**src/rtl/alu_pkg.sv**
```systemverilog
// rtl/alu_pkg.sv - shared ALU opcodes, muldiv op encoding and sequencer states
package alu_pkg;

  localparam int XLEN = 32;

  localparam logic [3:0] ALU_AND = 4'b0000;
  localparam logic [3:0] ALU_OR  = 4'b0001;
  localparam logic [3:0] ALU_ADD = 4'b0010;
  localparam logic [3:0] ALU_XOR = 4'b0011;
  localparam logic [3:0] ALU_SLL = 4'b0100;
  localparam logic [3:0] ALU_SRL = 4'b0101;
  localparam logic [3:0] ALU_SUB = 4'b0110;
  localparam logic [3:0] ALU_SRA = 4'b0111;
  localparam logic [3:0] ALU_SLT = 4'b1000;

  typedef enum logic [2:0] {
    MD_MUL  = 3'b000,
    MD_DIV  = 3'b100,
    MD_DIVU = 3'b101,
    MD_REM  = 3'b110,
    MD_REMU = 3'b111
  } md_op_e;

  typedef enum logic [2:0] {
    S_IDLE,
    S_PREP,
    S_RUN,
    S_FIX,
    S_DONE
  } seq_state_e;

endpackage

```
**src/rtl/alu_muldiv_seq.sv**
```systemverilog
// rtl/alu_muldiv_seq.sv - RV32M mul/div sequencer driving the shared ALU lanes
// Signed DIV/REM (PREP/FIX states) present only when MULDIV_SIGNED_EN is defined.
module alu_muldiv_seq
  import alu_pkg::*;
(
  input  logic            clk_i,
  input  logic            rst_ni,
  input  logic            req_valid_i,
  output logic            req_ready_o,
  input  logic [2:0]      req_op_i,
  input  logic [XLEN-1:0] req_a_i,
  input  logic [XLEN-1:0] req_b_i,
  input  logic            flush_i,
  output logic            rsp_valid_o,
  input  logic            rsp_ready_i,
  output logic [XLEN-1:0] rsp_data_o,
  output logic            rsp_illegal_o,
  output logic            busy_o,
  output logic [XLEN-1:0] alu_a_o,
  output logic [XLEN-1:0] alu_b_o,
  output logic [3:0]      alu_op_o,
  input  logic [XLEN-1:0] alu_c_i
);

  seq_state_e      state_q, state_d;
  logic [4:0]      cnt_q;
  logic [2:0]      op_q;
  logic            illegal_q;
  // a_q: multiplicand / dividend then quotient; b_q: multiplier / divisor; acc_q: product / remainder
  logic [XLEN-1:0] a_q, b_q, acc_q;
  logic [XLEN-1:0] r_sh;
  logic            borrow, accept, op_mul, req_legal, req_signed;

  assign accept     = (state_q == S_IDLE) & req_valid_i & ~flush_i;
  assign op_mul     = (op_q == MD_MUL);
  assign req_signed = (req_op_i == MD_DIV) | (req_op_i == MD_REM);
  assign req_legal  = (req_op_i == MD_MUL) | (req_op_i == MD_DIVU) | (req_op_i == MD_REMU)
`ifdef MULDIV_SIGNED_EN
                    | req_signed
`endif
                    ;

  // r_sh is 33 bits wide in truth; acc_q[31] is the dropped MSB, which forbids a borrow
  assign r_sh   = {acc_q[XLEN-2:0], a_q[XLEN-1]};
  assign borrow = ~acc_q[XLEN-1] & ((~r_sh[XLEN-1] & b_q[XLEN-1]) |
                  (~(r_sh[XLEN-1] ^ b_q[XLEN-1]) & alu_c_i[XLEN-1]));

`ifdef MULDIV_SIGNED_EN
  logic sgn_a_q, sgn_b_q, b_zero_q, op_signed;
  assign op_signed = (op_q == MD_DIV) | (op_q == MD_REM);
`endif

  always_ff @(posedge clk_i or negedge rst_ni) begin
    if (!rst_ni) state_q <= S_IDLE;
    else         state_q <= state_d;
  end

  always_comb begin
    state_d  = state_q;
    alu_a_o  = '0;
    alu_b_o  = '0;
    alu_op_o = ALU_ADD;
    case (state_q)
      S_IDLE: begin
        if (req_valid_i) begin
          if (!req_legal)      state_d = S_DONE;
`ifdef MULDIV_SIGNED_EN
          else if (req_signed) state_d = S_PREP;
`endif
          else                 state_d = S_RUN;
        end
      end
      S_RUN: begin
        if (op_mul) begin
          alu_a_o = acc_q;
          alu_b_o = a_q;
        end else begin
          alu_a_o  = r_sh;
          alu_b_o  = b_q;
          alu_op_o = ALU_SUB;
        end
        if (cnt_q == 5'd31) begin
`ifdef MULDIV_SIGNED_EN
          state_d = op_signed ? S_FIX : S_DONE;
`else
          state_d = S_DONE;
`endif
        end
      end
`ifdef MULDIV_SIGNED_EN
      S_PREP: begin
        alu_b_o  = cnt_q[0] ? b_q : a_q;
        alu_op_o = ALU_SUB;
        if (cnt_q[0]) state_d = S_RUN;
      end
      S_FIX: begin
        alu_b_o  = cnt_q[0] ? acc_q : a_q;
        alu_op_o = ALU_SUB;
        if (cnt_q[0]) state_d = S_DONE;
      end
`endif
      S_DONE: if (rsp_ready_i) state_d = S_IDLE;
      default: state_d = S_IDLE;
    endcase
    if (flush_i) state_d = S_IDLE;
  end

  always_ff @(posedge clk_i or negedge rst_ni) begin
    if (!rst_ni) begin
      cnt_q     <= '0;
      op_q      <= '0;
      illegal_q <= 1'b0;
      a_q       <= '0;
      b_q       <= '0;
      acc_q     <= '0;
`ifdef MULDIV_SIGNED_EN
      sgn_a_q   <= 1'b0;
      sgn_b_q   <= 1'b0;
      b_zero_q  <= 1'b0;
`endif
    end else begin
      cnt_q <= (state_d != state_q) ? 5'd0 : cnt_q + 5'd1;
      case (state_q)
        S_IDLE: if (accept) begin
          op_q      <= req_op_i;
          illegal_q <= ~req_legal;
          a_q       <= req_a_i;
          b_q       <= req_b_i;
          acc_q     <= '0;
`ifdef MULDIV_SIGNED_EN
          sgn_a_q   <= req_a_i[XLEN-1];
          sgn_b_q   <= req_b_i[XLEN-1];
          b_zero_q  <= (req_b_i == '0);
`endif
        end
        S_RUN: begin
          if (op_mul) begin
            if (b_q[0]) acc_q <= alu_c_i;
            a_q <= a_q << 1;
            b_q <= b_q >> 1;
          end else begin
            acc_q <= borrow ? r_sh : alu_c_i;
            a_q   <= {a_q[XLEN-2:0], ~borrow};
          end
        end
`ifdef MULDIV_SIGNED_EN
        S_PREP: begin
          if (!cnt_q[0] && a_q[XLEN-1]) a_q <= alu_c_i;
          if (cnt_q[0] && b_q[XLEN-1])  b_q <= alu_c_i;
        end
        S_FIX: begin
          if (!cnt_q[0] && (sgn_a_q ^ sgn_b_q) && !b_zero_q) a_q <= alu_c_i;
          if (cnt_q[0] && sgn_a_q) acc_q <= alu_c_i;
        end
`endif
        default: ;
      endcase
    end
  end

  always_comb begin
    rsp_data_o = '0;
    if (state_q == S_DONE && !illegal_q) begin
      if (op_mul || op_q[1]) rsp_data_o = acc_q;
      else                   rsp_data_o = a_q;
    end
  end

  assign req_ready_o   = (state_q == S_IDLE);
  assign busy_o        = (state_q != S_IDLE);
  assign rsp_valid_o   = (state_q == S_DONE);
  assign rsp_illegal_o = (state_q == S_DONE) & illegal_q;

endmodule

```
**config.mk**
```make
export PLATFORM = sky130hd
export DESIGN_NAME = alu_muldiv_seq
export DESIGN_NICKNAME = d
export VERILOG_FILES = /design/src/rtl/alu_pkg.sv /design/src/rtl/alu_muldiv_seq.sv
export SDC_FILE = /design/constraint.sdc
export NUM_CORES = 1
export LEC_CHECK = 0
export CORE_MARGIN = 1
export CORE_UTILIZATION = 25
export CTS_CLUSTER_SIZE = 8
export DETAILED_ROUTE_END_ITERATION = 8
export GPL_TIMING_DRIVEN = 0
export SLEW_MARGIN = 0
export SYNTH_ARGS = -nofsm -noshare
export SYNTH_HDL_FRONTEND = slang
export SYNTH_SLANG_ARGS = --single-unit
export TNS_END_PERCENT = 50
```
**constraint.sdc**
```tcl
create_clock -name clk_i -period 2.3 [get_ports clk_i]
set_clock_uncertainty 0.05 [all_clocks]
set_input_delay 0.46 -clock clk_i [delete_from_list [all_inputs] [get_ports clk_i]]
set_output_delay 0.46 -clock clk_i [all_outputs]
set_load 0.1 [all_outputs]
```
==> results.json, run 1 <==
{
  "netlist-cell-type-count": 37,
  "first_iter_violations": 313,
  "synth_fa_ha_area_frac": 0.00591,
  "r2r_slack_ps": 60,
  "viasPerCell": 4.60,
  "slew_viol_final": 0,
  "crit_path_top_delay_cell": "or3b_4",
  "crit_path_start_kind": "register",
  "nNetsFinal": 1165,
  "cap_violations": 0,
  "insertion_delay_ps": 350,
  "post-place-ws_ps": -1400,
  "tightest_slew_ps": 636,
  "synthCells": 818,
  "status": "finished, violations left",
  "setup_viol": 97,
  "cp_common_cell": "buf_12",
  "reg2reg_depth": 10,
  "die_area_mm2": 0.0260,
  "critPathMaxStageDelay_ps": 450,
  "avgSynthCellArea_um2": 7.76,
  "holdBufCountCts": 0,
  "grt-ovfl-total": 0,
  "setup_slack_ps": -223,
  "die_h_um": 161,
  "relSlewSlack": 0.576,
  "crit_type": "reg -> out",
  "synth-edff-count": 0,
  "violations": "negative setup slack",
  "synth_compound_area_frac": 0.179,
  "grt_first_pass_wirelength_um": 37500,
  "async_reset_ff_frac": 1.00,
  "numCtsBuffers": 9,
  "drc": 0,
  "cts-htree-levels": 3,
  "arrival_ps": 2010,
  "synth_top_family_by_area": "simple AND/OR/NAND/NOR gates",
  "rsz0062_at_grt": "true",
  "final_area_mm2": 0.0118,
  "ys_seq_area_frac": 0.426,
  "ant_nets": 0,
  "p_leak_nw": 4.61,
  "n_antenna_cell": 0,
  "cts_buffer_depth": 2,
  "cp.required_ps": 1790,
  "yosys.area_share.simple": 0.275,
  "rr_startpoint": "state_q[1]$_DFF_PN0_",
  "cts_root_buf": "clkbuf_16",
  "placed_cells": 1349,
  "ios": 208,
  "final_util": 0.480,
  "r2r_end": "acc_q[20]$_DFFE_PN0P_",
  "synth-xor-area-share": 0.00276,
  "hold_path_class": "in -> async",
  "max_freq_mhz": 396,
  "fillCellCount": 2262,
  "fin_cells": 1387,
  "firstDrtPassIters": 4,
  "track_usage": 0.186,
  "crit_path_end_kind": "primary output",
  "min_period_ps": 2520,
  "antenna_found_initial": 0,
  "hold_violations": 0,
  "core_area_mm2": 0.0246,
  "cts_tree": "yes",
  "grt_max_degree": 63,
  "multi_input_area_mm2": 0.00452,
  "crit_family": "buffers and inverters",
  "routed-via-count": 6381,
  "drt-total-wl_um": 23800,
  "cp_cell_sequence": "buf_6 > or3b_4 > clkbuf_16 > buf_12 > a21oi_4 > buf_12",
  "finalCritPeriodShare": 1.10,
  "crit_fanout": 10,
  "drive_gt1_frac": 0.329,
  "grt_pass1_vias": 6572,
  "register_area_mm2": 0.00271,
  "dpl.hpwl_um": 18100,
  "clock_sinks": 108,
  "die_x_um": 161,
  "avgRoutedWirePerCell_um": 17.2,
  "initial_core_util": 0.258,
  "yosys_warnings": 0,
  "whs_ps": 65.3,
  "area_growth_syn_to_layout_pct": 86.0,
  "gp_congestion": 0.814,
  "rows": 57,
  "ir_drop_mv": 0.396,
  "synth.area.mux_share": 0.0581,
  "powerDensity_mw_per_mm2": 521,
  "critPathBufInv": 4,
  "ys_ff_latch": 108,
  "placedInstanceArea_mm2": 0.0101,
  "cts.clk_slew.worst_paths_ps": 70,
  "netlist_area_mm2": 0.00635,
  "portBuffers": 204,
  "ys.flop_type": "dfrtp_1"
}
[layer usage]
layer  vias to the layer above  GRT usage  wire, um
met3                        18     0.0167       717
met2                       133      0.321     11900
met1                      3003      0.252     11000
li1                       3227          -         -
met5                         -          0         0
met4                         0     0.0425       273
[kinds of logic after synthesis]
group,after synthesis
muxes,33
AOI/OAI and AO/OA,174
adders and majority gates,3
buffers and inverters,70
DFF,108
and+or+nand+nor,426
xor gates and xnor gates,2
other,2
[power breakdown]
group	switching (W)	internal (W)
combinational	0.00117	0.000776
clock	0.000732	0.000874
sequential	0.000374	0.00223
[registers in the layout (all words and copies together), names as in the netlist]
register   count
cnt_q          5
acc_q         32
state_q        3
a_q           32
b_q           32
illegal_q      1
op_q           3
[final cells by class]
class,count,share of cell area
multi-input cells,642,0.382
repair buffers,228,0.277
flip-flops and latches,108,0.229
plain buffers,64,0.0499
well taps,324,0.0343
clock buffers,10,0.0202
clock inverters,6,0.00540
inverters,5,0.00159
[what timing repair did]
| action | 4_1_cts | 5_1_grt |
|---|---|---|
| pin swaps | 23 | 9 |
| endpoints found under the setup margin | 101 | 181 |
| cloned | 2 | 2 |
| buffers inserted | 11 | 8 |
| resized for setup | 886 | 105 |
[cell usage in the layout, fill, tap and decap left out, types with 3 or more instances in the layout]
| cell | n |
|---|---|
| a21oi_4 | 96 |
| a221o_1 | 32 |
| a22oi_1 | 31 |
| and2_1 | 31 |
| and3_1 | 4 |
| buf_1 | 6 |
| buf_12 | 105 |
| buf_2 | 9 |
| buf_4 | 26 |
| buf_6 | 11 |
| buf_8 | 4 |
| clkbuf_1 | 9 |
| clkbuf_16 | 15 |
| clkbuf_2 | 9 |
| clkbuf_4 | 3 |
| clkdlybuf4s50_1 | 102 |
| conb_1 | 4 |
| dfrtp_1 | 106 |
| ha_1 | 3 |
| inv_1 | 5 |
| mux2_2 | 30 |
| nand2_1 | 347 |
| nand2_2 | 17 |
| nor2_1 | 7 |
| nor2_4 | 3 |
| nor3b_1 | 3 |
| o21ai_0 | 5 |
[worst max-delay path by stage]
stage	from	to	slack [ps]	cells past startpoint
global route	state_q[1]$_DFF_PN0_	alu_b_o[3]	-290	6
floorplan	state_q[2]$_DFF_PN0_	req_ready_o	-170	3
global placement	rst_ni	state_q[0]$_DFF_PN0_	-4020	1
CTS	state_q[1]$_DFF_PN0_	alu_b_o[30]	-270	7
detailed placement	op_q[1]$_DFFE_PN0P_	alu_b_o[10]	-1400	6
finish	state_q[1]$_DFF_PN0_	alu_b_o[11]	-220	6
[Yosys cell counts, types with 3 or more instances]
library cell / n / area (um2)
a21oi_1: 99 / 495
a221o_1: 32 / 320
a22oi_1: 31 / 233
and2_1: 32 / 200
and3_1: 4 / 25.0
buf_1: 18 / 67.6
buf_4: 4 / 30.0
buf_6: 7 / 78.8
clkbuf_1: 34 / 128
dfrtp_1: 108 / 2700
ha_1: 3 / 37.5
inv_1: 5 / 18.8
mux2_2: 30 / 338
nand2_1: 365 / 1370
nor2_1: 10 / 37.5
nor3b_1: 3 / 22.5
o21ai_0: 5 / 25.0
or3_1: 3 / 18.8
[stage by stage]
stage / total power (W) / setup TNS [ps]
global route: 0.00651 / -23920
detailed placement: 0.00436 / -134350
floorplan: 0.00374 / -7650
finish: 0.00615 / -17330
global placement: 0.00432 / -525200
CTS: 0.00610 / -23510
Power figures use the tool's default switching activity.
==> inputs of run 2 (changes only) <==
--- a/config.mk
+++ b/config.mk
@@ -10,6 +10,7 @@
 export CTS_CLUSTER_SIZE = 8
 export DETAILED_ROUTE_END_ITERATION = 8
 export GPL_TIMING_DRIVEN = 0
+export SKIP_CTS_REPAIR_TIMING = 1
 export SLEW_MARGIN = 0
 export SYNTH_ARGS = -nofsm -noshare
 export SYNTH_HDL_FRONTEND = slang
==> run 2 against run 1 <==
Compared with the run above:
- flip-flop and latch count unchanged
- via count up 0.58%
- die area is the same
- the flow still finishes with violations (negative setup slack)
- sequential share of layout area is 0.088 points higher
- utilization is 0.18 points lower
- global-route usage decreased by 0.74 points
- cell area decreased by 0.38%
- setup slack got worse by 48 ps
- non-clock buffer count shrank 3
- hold slack got worse by 0.67 ps
- critical endpoint is now alu_b_o[7]
==> results.json, run 2 (synthesized netlist as in run 1, its figures left out) <==
{
  "grt_max_degree": 63,
  "cts_tree": "yes",
  "swShare": 0.371,
  "final_cell_mix": "340 x nand2_1, 106 x dfrtp_1, 102 x clkdlybuf4s50_1",
  "die_h_um": 161,
  "slew_viol_final": 0,
  "relSlewSlack": 0.580,
  "finalCritPeriodShare": 1.12,
  "insertion_delay_ps": 350,
  "p_sw_w": 0.00229,
  "cap_violations": 0,
  "combPwrFrac": 0.317,
  "crit_type": "reg -> out",
  "post-place-ws_ps": -1400,
  "grt_first_pass_wirelength_um": 36100,
  "viasPerCell": 4.64,
  "p_int_w": 0.00388,
  "rows": 57,
  "final_util": 0.478,
  "portBuffers": 204,
  "r2r_end": "acc_q[6]$_DFFE_PN0P_",
  "ir_drop_mv": 0.392,
  "hold_violations": 0,
  "ios": 208,
  "drc": 0,
  "initial_core_util": 0.258,
  "numCtsBuffers": 9,
  "grt_pass1_vias": 6403,
  "r2r_slack_ps": 90,
  "first_iter_violations": 340,
  "routed-via-count": 6418,
  "setup_viol": 97,
  "cts_root_buf": "clkbuf_16",
  "clock_sinks": 108,
  "cts_buffer_depth": 2,
  "p_leak_nw": 4.61,
  "nNetsFinal": 1162,
  "firstDrtPassIters": 4,
  "antenna_found_initial": 0,
  "setup_slack_ps": -270,
  "dpl.hpwl_um": 18100,
  "min_period_ps": 2570,
  "crit_fanout": 7,
  "max_freq_mhz": 389,
  "crit_path_start_kind": "register",
  "status": "finished, violations left",
  "powerDensity_mw_per_mm2": 524,
  "largestRegisters": "a_q (32), acc_q (32), b_q (32)",
  "drive_gt1_frac": 0.329,
  "arrival_ps": 2060,
  "ant_nets": 0,
  "cts.clk_slew.worst_paths_ps": 70,
  "power_frac_seq": 0.423,
  "gp_congestion": 0.814,
  "n_antenna_cell": 0,
  "violations": "negative setup slack",
  "pwr-share-clk": 0.260,
  "die_area_mm2": 0.0260,
  "crit_path_end_kind": "primary output",
  "core_area_mm2": 0.0246,
  "drt-total-wl_um": 23800,
  "whs_ps": 64.6,
  "grt-ovfl-total": 0,
  "die_x_um": 161,
  "avgRoutedWirePerCell_um": 17.2,
  "layout_commonest_cell": "nand2_1",
  "cts-htree-levels": 3,
  "rr_startpoint": "state_q[0]$_DFF_PN0_",
  "track_usage": 0.179,
  "area_growth_syn_to_layout_pct": 85.3,
  "tightest_slew_ps": 631,
  "cp.required_ps": 1790,
  "reg2reg_depth": 6,
  "hold_path_class": "in -> async",
  "rsz0062_at_grt": "true"
}
==> run 2: metrics by stage <==
| step | setup TNS (ps) | cell area [um2] | total power [W] | cells |
|---|---|---|---|---|
| 2_1_floorplan | -7650 | 7660 | 0.00374 | 820 |
| 3_3_place_gp | -525200 | 10100 | 0.00432 | 1348 |
| 3_5_place_dp | -134350 | 10100 | 0.00436 | 1349 |
| 4_1_cts | -154860 | 10400 | 0.00598 | 1365 |
| 5_1_grt | -30910 | 11800 | 0.00652 | 1384 |
| 6_report | -20530 | 11800 | 0.00616 | 1384 |
==> run 2: layout make-up <==
type	count	area, um2
Inverter	5	18.8
Clock buffer	10	239
Fill cell	2261	12800
Timing Repair Buffer	224	3180
Sequential cell	108	2710
Buffer	65	596
Multi-Input combinational cell	642	4560
Clock inverter	6	63.8
Tap cell	324	405
==> run 2: per-layer routing <==
| layer | global-route usage | vias to the layer above | part of all wire |
|---|---|---|---|
| met4 | 0.0412 | 0 | 0.012 |
| met1 | 0.243 | 3042 | 0.46 |
| met5 | 0 | - | 0 |
| met3 | 0.0162 | 18 | 0.031 |
| met2 | 0.305 | 126 | 0.50 |
| li1 | - | 3232 | - |
==> run 2: worst max-delay path: stages, from the launching register on <==
cell       delay, ps
dfrtp_2          450
or3b_4           390
buf_12           150
clkbuf_16        180
clkbuf_16        170
a21oi_4          160
buf_12           190
==> run 2: worst max-delay path by stage <==
stage / from / endpoint / depth (start not counted)
finish: state_q[0]$_DFF_PN0_ / alu_b_o[7] / 6
global route: op_q[0]$_DFFE_PN0P_ / alu_a_o[22] / 6
CTS: op_q[1]$_DFFE_PN0P_ / alu_b_o[10] / 6
detailed placement: op_q[1]$_DFFE_PN0P_ / alu_b_o[10] / 6
global placement: rst_ni / state_q[0]$_DFF_PN0_ / 1
floorplan: state_q[2]$_DFF_PN0_ / req_ready_o / 3
==> run 2: power by group through the flow <==
stage,Combinational [W],Clock [W],Sequential (W)
2_1_floorplan,0.00125,0,0.00249
6_report,0.00195,0.00160,0.00261
5_1_grt,0.00214,0.00172,0.00266
4_1_cts,0.00174,0.00165,0.00260
3_3_place_gp,0.00170,0,0.00262
3_5_place_dp,0.00173,0,0.00263
